<file path="src/rtl/serial_word_adder.sv">
// Word-serial adder: one N-bit fulladder slice reused across WORDS beats, LS word first,
// with the inter-word carry held in a register between beats.

module fulladder #(
  parameter int unsigned N = 8
) (
  input  logic [N-1:0] in1,
  input  logic [N-1:0] in2,
  input  logic         cin,
  output logic [N-1:0] sum,
  output logic         cout
);

  logic [N:0] total;

  always_comb begin
    total = {1'b0, in1} + {1'b0, in2} + {{N{1'b0}}, cin};
    sum   = total[N-1:0];
    cout  = total[N];
  end

endmodule

module serial_word_adder #(
  parameter int unsigned N     = 8,
  parameter int unsigned WORDS = 4
) (
  input  logic         clk,
  input  logic         rst,
  input  logic         start,
  input  logic         cin,
  input  logic         in_valid,
  output logic         in_ready,
  input  logic [N-1:0] a_word,
  input  logic [N-1:0] b_word,
  output logic [N-1:0] sum_word,
  output logic         sum_valid,
  output logic         carry_out,
  output logic         done,
  output logic         busy
);

  localparam int unsigned CntW = (WORDS > 1) ? $clog2(WORDS) : 1;
  localparam logic [CntW-1:0] LastCnt = CntW'(WORDS - 1);

  typedef enum logic [1:0] {StIdle, StRun, StDone} state_e;

  state_e          state_q;
  logic            carry_q;
  logic [CntW-1:0] cnt_q;
  logic [N-1:0]    fa_sum;
  logic            fa_cout;
  logic            accept;

  fulladder #(.N(N)) u_fulladder (
    .in1  (a_word),
    .in2  (b_word),
    .cin  (carry_q),
    .sum  (fa_sum),
    .cout (fa_cout)
  );

  assign accept = (state_q == StRun) && in_valid && in_ready;

  always_ff @(posedge clk) begin
    if (rst) begin
      state_q   <= StIdle;
      carry_q   <= 1'b0;
      cnt_q     <= '0;
      sum_word  <= '0;
      sum_valid <= 1'b0;
      carry_out <= 1'b0;
      done      <= 1'b0;
      in_ready  <= 1'b0;
      busy      <= 1'b0;
    end else begin
      unique case (state_q)
        StIdle: begin
          sum_valid <= 1'b0;
          done      <= 1'b0;
          if (start) begin
            carry_q   <= cin;
            cnt_q     <= '0;
            carry_out <= 1'b0;
            in_ready  <= 1'b1;
            busy      <= 1'b1;
            state_q   <= StRun;
          end
        end
        StRun: begin
          // Stalls leave carry_q and cnt_q untouched so no beat is lost.
          sum_valid <= accept;
          if (accept) begin
            sum_word <= fa_sum;
            carry_q  <= fa_cout;
            cnt_q    <= cnt_q + 1'b1;
            if (cnt_q == LastCnt) begin
              carry_out <= fa_cout;
              done      <= 1'b1;
              in_ready  <= 1'b0;
              state_q   <= StDone;
            end
          end
        end
        StDone: begin
          done      <= 1'b0;
          sum_valid <= 1'b0;
          busy      <= 1'b0;
          state_q   <= StIdle;
        end
        default: state_q <= StIdle;
      endcase
    end
  end

endmodule

</file>
<file path="config.mk">
export PLATFORM = sky130hd
export DESIGN_NAME = serial_word_adder
export DESIGN_NICKNAME = d
export VERILOG_FILES = /design/src/rtl/serial_word_adder.sv
export SDC_FILE = /design/constraint.sdc
export NUM_CORES = 1
export LEC_CHECK = 0
export CAP_MARGIN = 20
export CORE_MARGIN = 1
export CORE_UTILIZATION = 45
export CTS_BUF_LIST = sky130_fd_sc_hd__clkbuf_16
export DETAILED_ROUTE_END_ITERATION = 8
export PLACE_DENSITY = 0.85
export SYNTH_ARGS = -nofsm -noshare
export SYNTH_HDL_FRONTEND = slang
export SYNTH_SLANG_ARGS = --single-unit
export TNS_END_PERCENT = 5
</file>
<file path="constraint.sdc">
create_clock -name clk -period 2.45 [get_ports clk]
set_input_delay 0.49 -clock clk [delete_from_list [all_inputs] [get_ports clk]]
set_output_delay 0.49 -clock clk [all_outputs]
set_load 0.02 [all_outputs]
</file>
After elaboration in Yosys (flattened, before gate mapping)
Cells that the tools add are included.
{"block": "word_totals", "latchBits": 0, "rom_bits": 0, "elab_cells": 54, "ramBits": 0, "output_inout_bits": 13, "mem_count": 0, "ff_bits": 18}
{"block": "op_classes", "div": 0, "magnitude_cmp": 0, "n_eq_ne": 6, "mux": 23, "reduce_logical": 13, "n_bitwise": 0, "n_addsub": 3, "multipliers": 0, "shift": 0}
{"cell": "$pmux W1 S2", "n": 6}
{"cell": "$mux W1", "n": 10}
{"cell": "$mux W2", "n": 5}
{"cell": "$add A8 B8 Y9", "n": 1}
{"cell": "$add A9 B1 Y9", "n": 1}
{"cell": "$reduce_and A3 Y1", "n": 3}
{"cell": "$pmux W2 S2", "n": 2}
{"cell": "$reduce_bool A2 Y1", "n": 3}
{"cell": "$eq A2 B2 Y1 const B", "n": 2}
{"cell": "$ne A2 B2 Y1 const B", "n": 2}
{"cell": "$reduce_and A2 Y1", "n": 2}
{"cell": "$reduce_and A4 Y1", "n": 1}
{"cell": "$add A2 B1 Y2 const B", "n": 1}
{"cell": "$eq A2 B1 Y1 const B", "n": 1}
{"cell": "$logic_and A1 B1 Y1", "n": 2}
{"cell": "$logic_not A2 Y1", "n": 1}
{"cell": "$ne A2 B1 Y1 const B", "n": 1}
{"cell": "$reduce_or A2 Y1", "n": 1}

Logic depth before layout (Yosys ltp)
Gate-level depths: netlist of the first run.
{"block": "logic_depth", "ltp_word": 5, "mapped_depth": 8}

Hierarchy
From an unflattened synthesis of the first run, not the netlist that was laid out.
{"block": "hier_totals", "hier_cells": 122, "area_unflattened_um2": 1044.8}
{"mod": "serial_word_adder", "instances": 1, "area_each_um2": 713.2, "cells_per_inst": 82}
{"mod": "fulladder", "instances": 1, "area_each_um2": 331.6, "cells_per_inst": 40}

Worst setup path before layout of the first run
OpenSTA, ideal clock, no wires.
{"block": "synth_path", "kind": "input port to flip-flop", "from": "input port a_word[0]", "to": "register carry_out", "stages": 8, "t_arrival_ns": 1.834, "setup_slack_ns": 0.529, "path_buffers": 0, "required_time_ns": 2.363, "cell_sequence": "fa_1 > inv_1 > fa_1 > nor2b_1 > nor3_1 > o21ai_1 > a31oi_1 > o31ai_1"}
{"block": "synth_between", "elab_chain_cells": 5}
{"item": "start, declared", "line": "34", "source": "input logic [N-1:0] a_word,"}
{"item": "$add A8 B8 Y9", "line": "17", "source": "total = {1'b0, in1} + {1'b0, in2} + {{N{1'b0}}, cin};"}
{"item": "$add A9 B1 Y9", "line": "17"}
{"item": "$mux W1", "line": "97", "source": "if (cnt_q == LastCnt) begin"}
{"item": "$mux W1", "line": "93", "source": "if (accept) begin"}
{"item": "$pmux W1 S2", "line": "77", "source": "unique case (state_q)"}
{"item": "end signal, assigned", "line": "98", "source": "carry_out <= fa_cout;"}
{"item": "end, declared", "line": "38", "source": "output logic carry_out,"}
No other way between the ends. The select of a mux whose other input is x is not followed.
A chain may end at the register's enable or synchronous reset.

Worst setup path after layout of the first run
Ends and elaborated chain as after synthesis.

==> metrics, run 1 <==
IO Count 34; Clk Latency, worst-skew pair 0.25 ns; Clock transition at path regs 0.05 ns; fin util 71.7%; layout overhead on the synthesized area 43.3%; Via density 5.47; outcome finished, final reports clean; Floorplan Core Area 0.00206 mm2; Die Width 49.9 um; Synth cell types 34; post-synthesis sequential area ratio 35.0%; crit path max fanout 2; vias in the first global route 936; Post-Synthesis Cells 118; Pins Over Slew Limit 0; post-synth net total 149; DR WL/cell 12.6 um; Final period util 91.4%; Setup Buffers After CTS 0; clk root buf clkbuf_16; CTS Hold Bufs 0; pwr dens 552 mW/mm2; CTS tree yes; Final GP Congestion 0.845; clock buffer count from CTS 3; final cell count without fillers 182; critical path class in2reg; skew final 0.00212 ns; initial antenna violation count 0; slowest CP cell clkdlybuf4s50_1; CP required 2.61 ns; number of synthesized register bits 18; FP Rows 16; most frequent cells in the layout clkdlybuf4s50_1, dfxtp_1, a21oi_1, ha_1; post-layout min period 2.24 ns; first-pass GRT wire length 3890 um; port bufs 33; Setup violations, final 0; mapped cell area 0.00103 mm2; YS warnings 0; worst vdd ir 0.436 mV; f_max 0.447 GHz; # nets final 187; Initial Util 50.0%; most frequent CP cell fa_1; Post-DP HPWL 1800 um; final hold violation count 0; Vias 996; MaxCap Viol Count 0; Die Ht 49.9 um; critical path capture point type flop; post-route cell area 0.00148 mm2; hold path start sum_word[0]; Sink Count 18; GR Overflow Total 0; GRT Total Usage 21.2%; RSZ-0062 raised after global routing false; Critical Path Max Stage Delay 0.49 ns; Synth Area per Inst 8.74 um2; number of detailed-route iterations in the first pass 4; worst r2r src carry_q; CP startpoint kind input pin; Worst Path Arrival 2.40 ns; post-cts sizing count 0; DRC errors left 0; final antenna-violating net count 0; Max-slew headroom 71.0%; CP cell instances clkdlybuf4s50_1 -> fa_1 -> inv_1 -> fa_1 -> nor2b_1 -> nor3_1 -> o21ai_1 -> a31oi_1 -> o31ai_1; Worst Hold Class reg2reg; commonest non-fill, non-tap cell in the layout clkdlybuf4s50_1; Clock Path Buffers 2; placed inst area 0.00140 mm2; LEAKAGE 0.000571 uW; largest net degree at the start of global routing 14; hold_ws 0.455 ns; final wirelength 2290 um; reg2reg setup slack 0.62 ns; Slew @ Worst Pin 0.435 ns; CP startpoint a_word[0]; ANT cells 0; H-Tree Depth 1; die area 0.00249 mm2; share of post-route cells with drive strength above 1 7.10%; Starting DRT DRC Count 12; Placed Cells 178
## cell usage after synthesis (all sizes together)
cell type	n	area share (%)
o31a	1	0.85
o31ai	2	1.5
nand4b	1	0.85
clkbuf	2	0.73
nand3	5	2.9
or4	1	0.73
dfxtp	18	35
inv	5	1.8
ha	8	9.7
a221oi	1	0.85
a211oi	3	2.7
a21o	2	1.5
nor3	3	1.5
a21oi	15	7.3
nor2	7	2.5
nand2	8	3.2
fa	2	3.9
a31oi	1	0.61
nand3b	4	2.9
nor3b	2	1.5
o21bai	1	0.73
nor2b	4	3.2
xnor2	3	2.5
and3	2	1.2
o21ai	9	4.4
nand2b	4	2.4
o211ai	2	1.5
buf	2	1.8
## registers in the layout (all words and copies together) (netlist names)
name and flops:
sum_word 8, cnt_q 2, state_q 2, busy 1
carry_out 1, carry_q 1, done 1, in_ready 1
sum_valid 1
## worst max-delay path, delay by kind of cell
| family | cells | cell delay (ns) |
|---|---|---|
| AND/OR/NAND/NOR | 2 | 0.22 |
| AO/OA/AOI/OAI | 3 | 0.57 |
| buffers and inverters | 2 | 0.54 |
| adder cells (fa/ha/maj) | 2 | 0.58 |
## final timing paths
kind | endpoint | depth (start not counted)
worst max-delay path | carry_out | 9
worst min-delay path | sum_word[0] | 2
worst max register to register | carry_out | 8
worst min register to register | sum_word[0] | 2
## per-stage QoR
step / total power [uW] / setup WS (ns) / TNS [ns]
floorplan: 420 / 0.529 / 0
CTS: 821 / 0.205 / 0
detailed placement: 495 / -0.0489 / -0.112
global route: 851 / 0.00963 / 0
global placement: 488 / -0.00912 / -0.00912
finish: 816 / 0.211 / 0
## final cells by class
class	instances	area (um2)
multi-input cells	91	626
repair buffers	37	360
clock buffers	3	75.1
fillers	169	584
well taps	27	33.8
flip-flops and latches	18	360
clock inverters	1	3.75
inverters	5	18.8
## logic make-up after synthesis
logic type	after synthesis	share of synthesized area [%]
fa+ha+maj	10	13.6
flops	18	35.0
compound gates	37	21.7
xor+xnor	3	2.55
buf+inv	9	4.37
simple gates	41	22.8
## power breakdown
part | switching, uW | internal (uW) | leakage (uW)
Combinational | 81.8 | 95.1 | 0.000386
Sequential | 8.52 | 304 | 0.000146
Clock | 109 | 217 | 0.0000385
Total | 200 | 616 | 0.000571
## metal layers
metal	GRT usage [%]	up-vias	wire length, um
met1	21.3	464	935
met4	11.4	0	50
li1	-	499	-
met2	40.5	28	1210
met5	0	-	0
met3	3.70	5	90
(Power assumes the default switching activity.)
==> run 2: changes to the inputs <==
--- a/config.mk
+++ b/config.mk
@@ -11,6 +11,7 @@
 export CTS_BUF_LIST = sky130_fd_sc_hd__clkbuf_16
 export DETAILED_ROUTE_END_ITERATION = 8
 export PLACE_DENSITY = 0.85
+export RECOVER_POWER = 25
 export SYNTH_ARGS = -nofsm -noshare
 export SYNTH_HDL_FRONTEND = slang
 export SYNTH_SLANG_ARGS = --single-unit
==> metrics, run 2 (synthesized netlist as in run 1, its figures left out) <==
Clock transition at path regs 0.05 ns; Post-DP HPWL 1800 um; Via density 5.48; Vias 998; H-Tree Depth 1; setup tns final 0 ns; share of post-route cells with drive strength above 1 6.45%; Slew @ Worst Pin 0.442 ns; max FFs per register 8; clock buffer count from CTS 3; FF+latch area 360 um2; post-route cell area 0.00147 mm2; die area 0.00249 mm2; Final GP Congestion 0.845; number of detailed-route iterations in the first pass 4; biggest regs sum_word (8), cnt_q (2), state_q (2); DR WL/cell 12.6 um; crit path max fanout 2; LEAKAGE 0.000568 uW; hold_ws 0.455 ns; layout overhead on the synthesized area 43.0%; first-pass GRT wire length 3890 um; Placed Cells 178; CP startpoint kind input pin; largest net degree at the start of global routing 14; FP Rows 16; clk root buf clkbuf_16; Sink Count 18; DRC errors left 0; final cell count without fillers 182; final antenna-violating net count 0; Initial Util 50.0%; IO Count 34; internal cell power 614 uW; CP cell instances clkdlybuf4s50_1 -> fa_1 -> inv_1 -> fa_1 -> nor2b_1 -> nor3_1 -> o21ai_1 -> a31oi_1 -> o31ai_1; Worst Path Arrival 2.40 ns; GR Overflow Total 0; worst vdd ir 0.436 mV; initial antenna violation count 0; post-layout min period 2.24 ns; placed inst area 0.00140 mm2; Setup Buffers After CTS 0; # nets final 187; GRT Total Usage 21.2%; Starting DRT DRC Count 12; Reg with most FFs sum_word; CTS tree yes; vias in the first global route 936; Switching Share 24.5%; Critical Path Max Stage Delay 0.49 ns; CP required 2.61 ns; outcome finished, final reports clean; final hold violation count 0; commonest non-fill, non-tap cell in the layout clkdlybuf4s50_1; Die Ht 49.9 um; critical path capture point type flop; port bufs 33; Die Width 49.9 um; Worst Hold Class reg2reg; Pins Over Slew Limit 0; Clock Path Buffers 2; most frequent CP cell fa_1; slowest CP cell clkdlybuf4s50_1; Floorplan Core Area 0.00206 mm2; sequential group share of total power 38.3%; area occupied by multi-input gates 626 um2; MaxCap Viol Count 0; Setup violations, final 0; P_sw 200 uW; RSZ-0062 raised after global routing false; Clock Power Share 40.1%; critical path class in2reg; f_max 0.447 GHz; ANT cells 0; skew final 0.00212 ns; combinational power share 21.6%; Max-slew headroom 70.6%; CTS Hold Bufs 0; final wirelength 2290 um; Fill cells 169; Clk Latency, worst-skew pair 0.25 ns; post-cts sizing count 0; pwr dens 552 mW/mm2; most frequent cells in the layout clkdlybuf4s50_1, dfxtp_1, a21oi_1, ha_1; Final period util 91.4%
-- run 2: area by class of cell --
cell class                 instances  area share (%)
timing repair buffer              37            24.2
sequential                        18            24.4
multi-input combinational         91            42.4
clock inverter                     1           0.255
clock buffer                       3            5.09
tap                               27            2.29
inverter                           5            1.27
-- run 2: stage by stage --
stage	total power, uW	utilization, %	setup WS (ns)
6_report	814	71.5	0.211
5_1_grt	850	71.5	0.0103
4_1_cts	821	71.7	0.205
3_5_place_dp	495	67.8	-0.0489
3_3_place_gp	488	67.8	-0.00912
2_1_floorplan	420	-	0.529
-- run 2: final timing paths --
kind	from	endpoint	slack, ns	depth (start not counted)
worst min-delay path	sum_word[0]	sum_word[0]	0.45	2
worst max-delay path	a_word[0]	carry_out	0.21	9
worst min register to register	sum_word[0]	sum_word[0]	0.45	2
worst max register to register	carry_q	carry_out	0.62	8
-- run 2: critical path, delay by kind of cell --
kind	cells	cell delay (ns)
fa+ha+maj	2	0.58
compound gates	3	0.57
buf+inv	2	0.54
simple gates	2	0.22
-- run 2: power by group through the flow --
stage / combinational [uW] / sequential (uW) / clock (uW)
after floorplan: 94.5 / 325 / 0
after global placement: 171 / 317 / 0
after detailed placement: 177 / 318 / 0
after CTS: 178 / 312 / 331
after global routing: 195 / 314 / 341
final: 176 / 312 / 326
-- run 2: metal layers --
metal	global-route usage [%]	up-vias	wire length, um
li1	-	500	-
met1	21.3	465	934
met2	40.5	28	1210
met3	3.70	5	89
met4	11.4	0	50
met5	0	-	0
==> run 3: changes to the inputs <==
--- a/config.mk
+++ b/config.mk
@@ -9,6 +9,7 @@
 export CORE_MARGIN = 1
 export CORE_UTILIZATION = 45
 export CTS_BUF_LIST = sky130_fd_sc_hd__clkbuf_16
+export CTS_CLUSTER_SIZE = 14
 export DETAILED_ROUTE_END_ITERATION = 8
 export PLACE_DENSITY = 0.85
 export RECOVER_POWER = 25
==> results of run 3 <==
The final DEF is identical to that of run 2; final timing and power are the same.
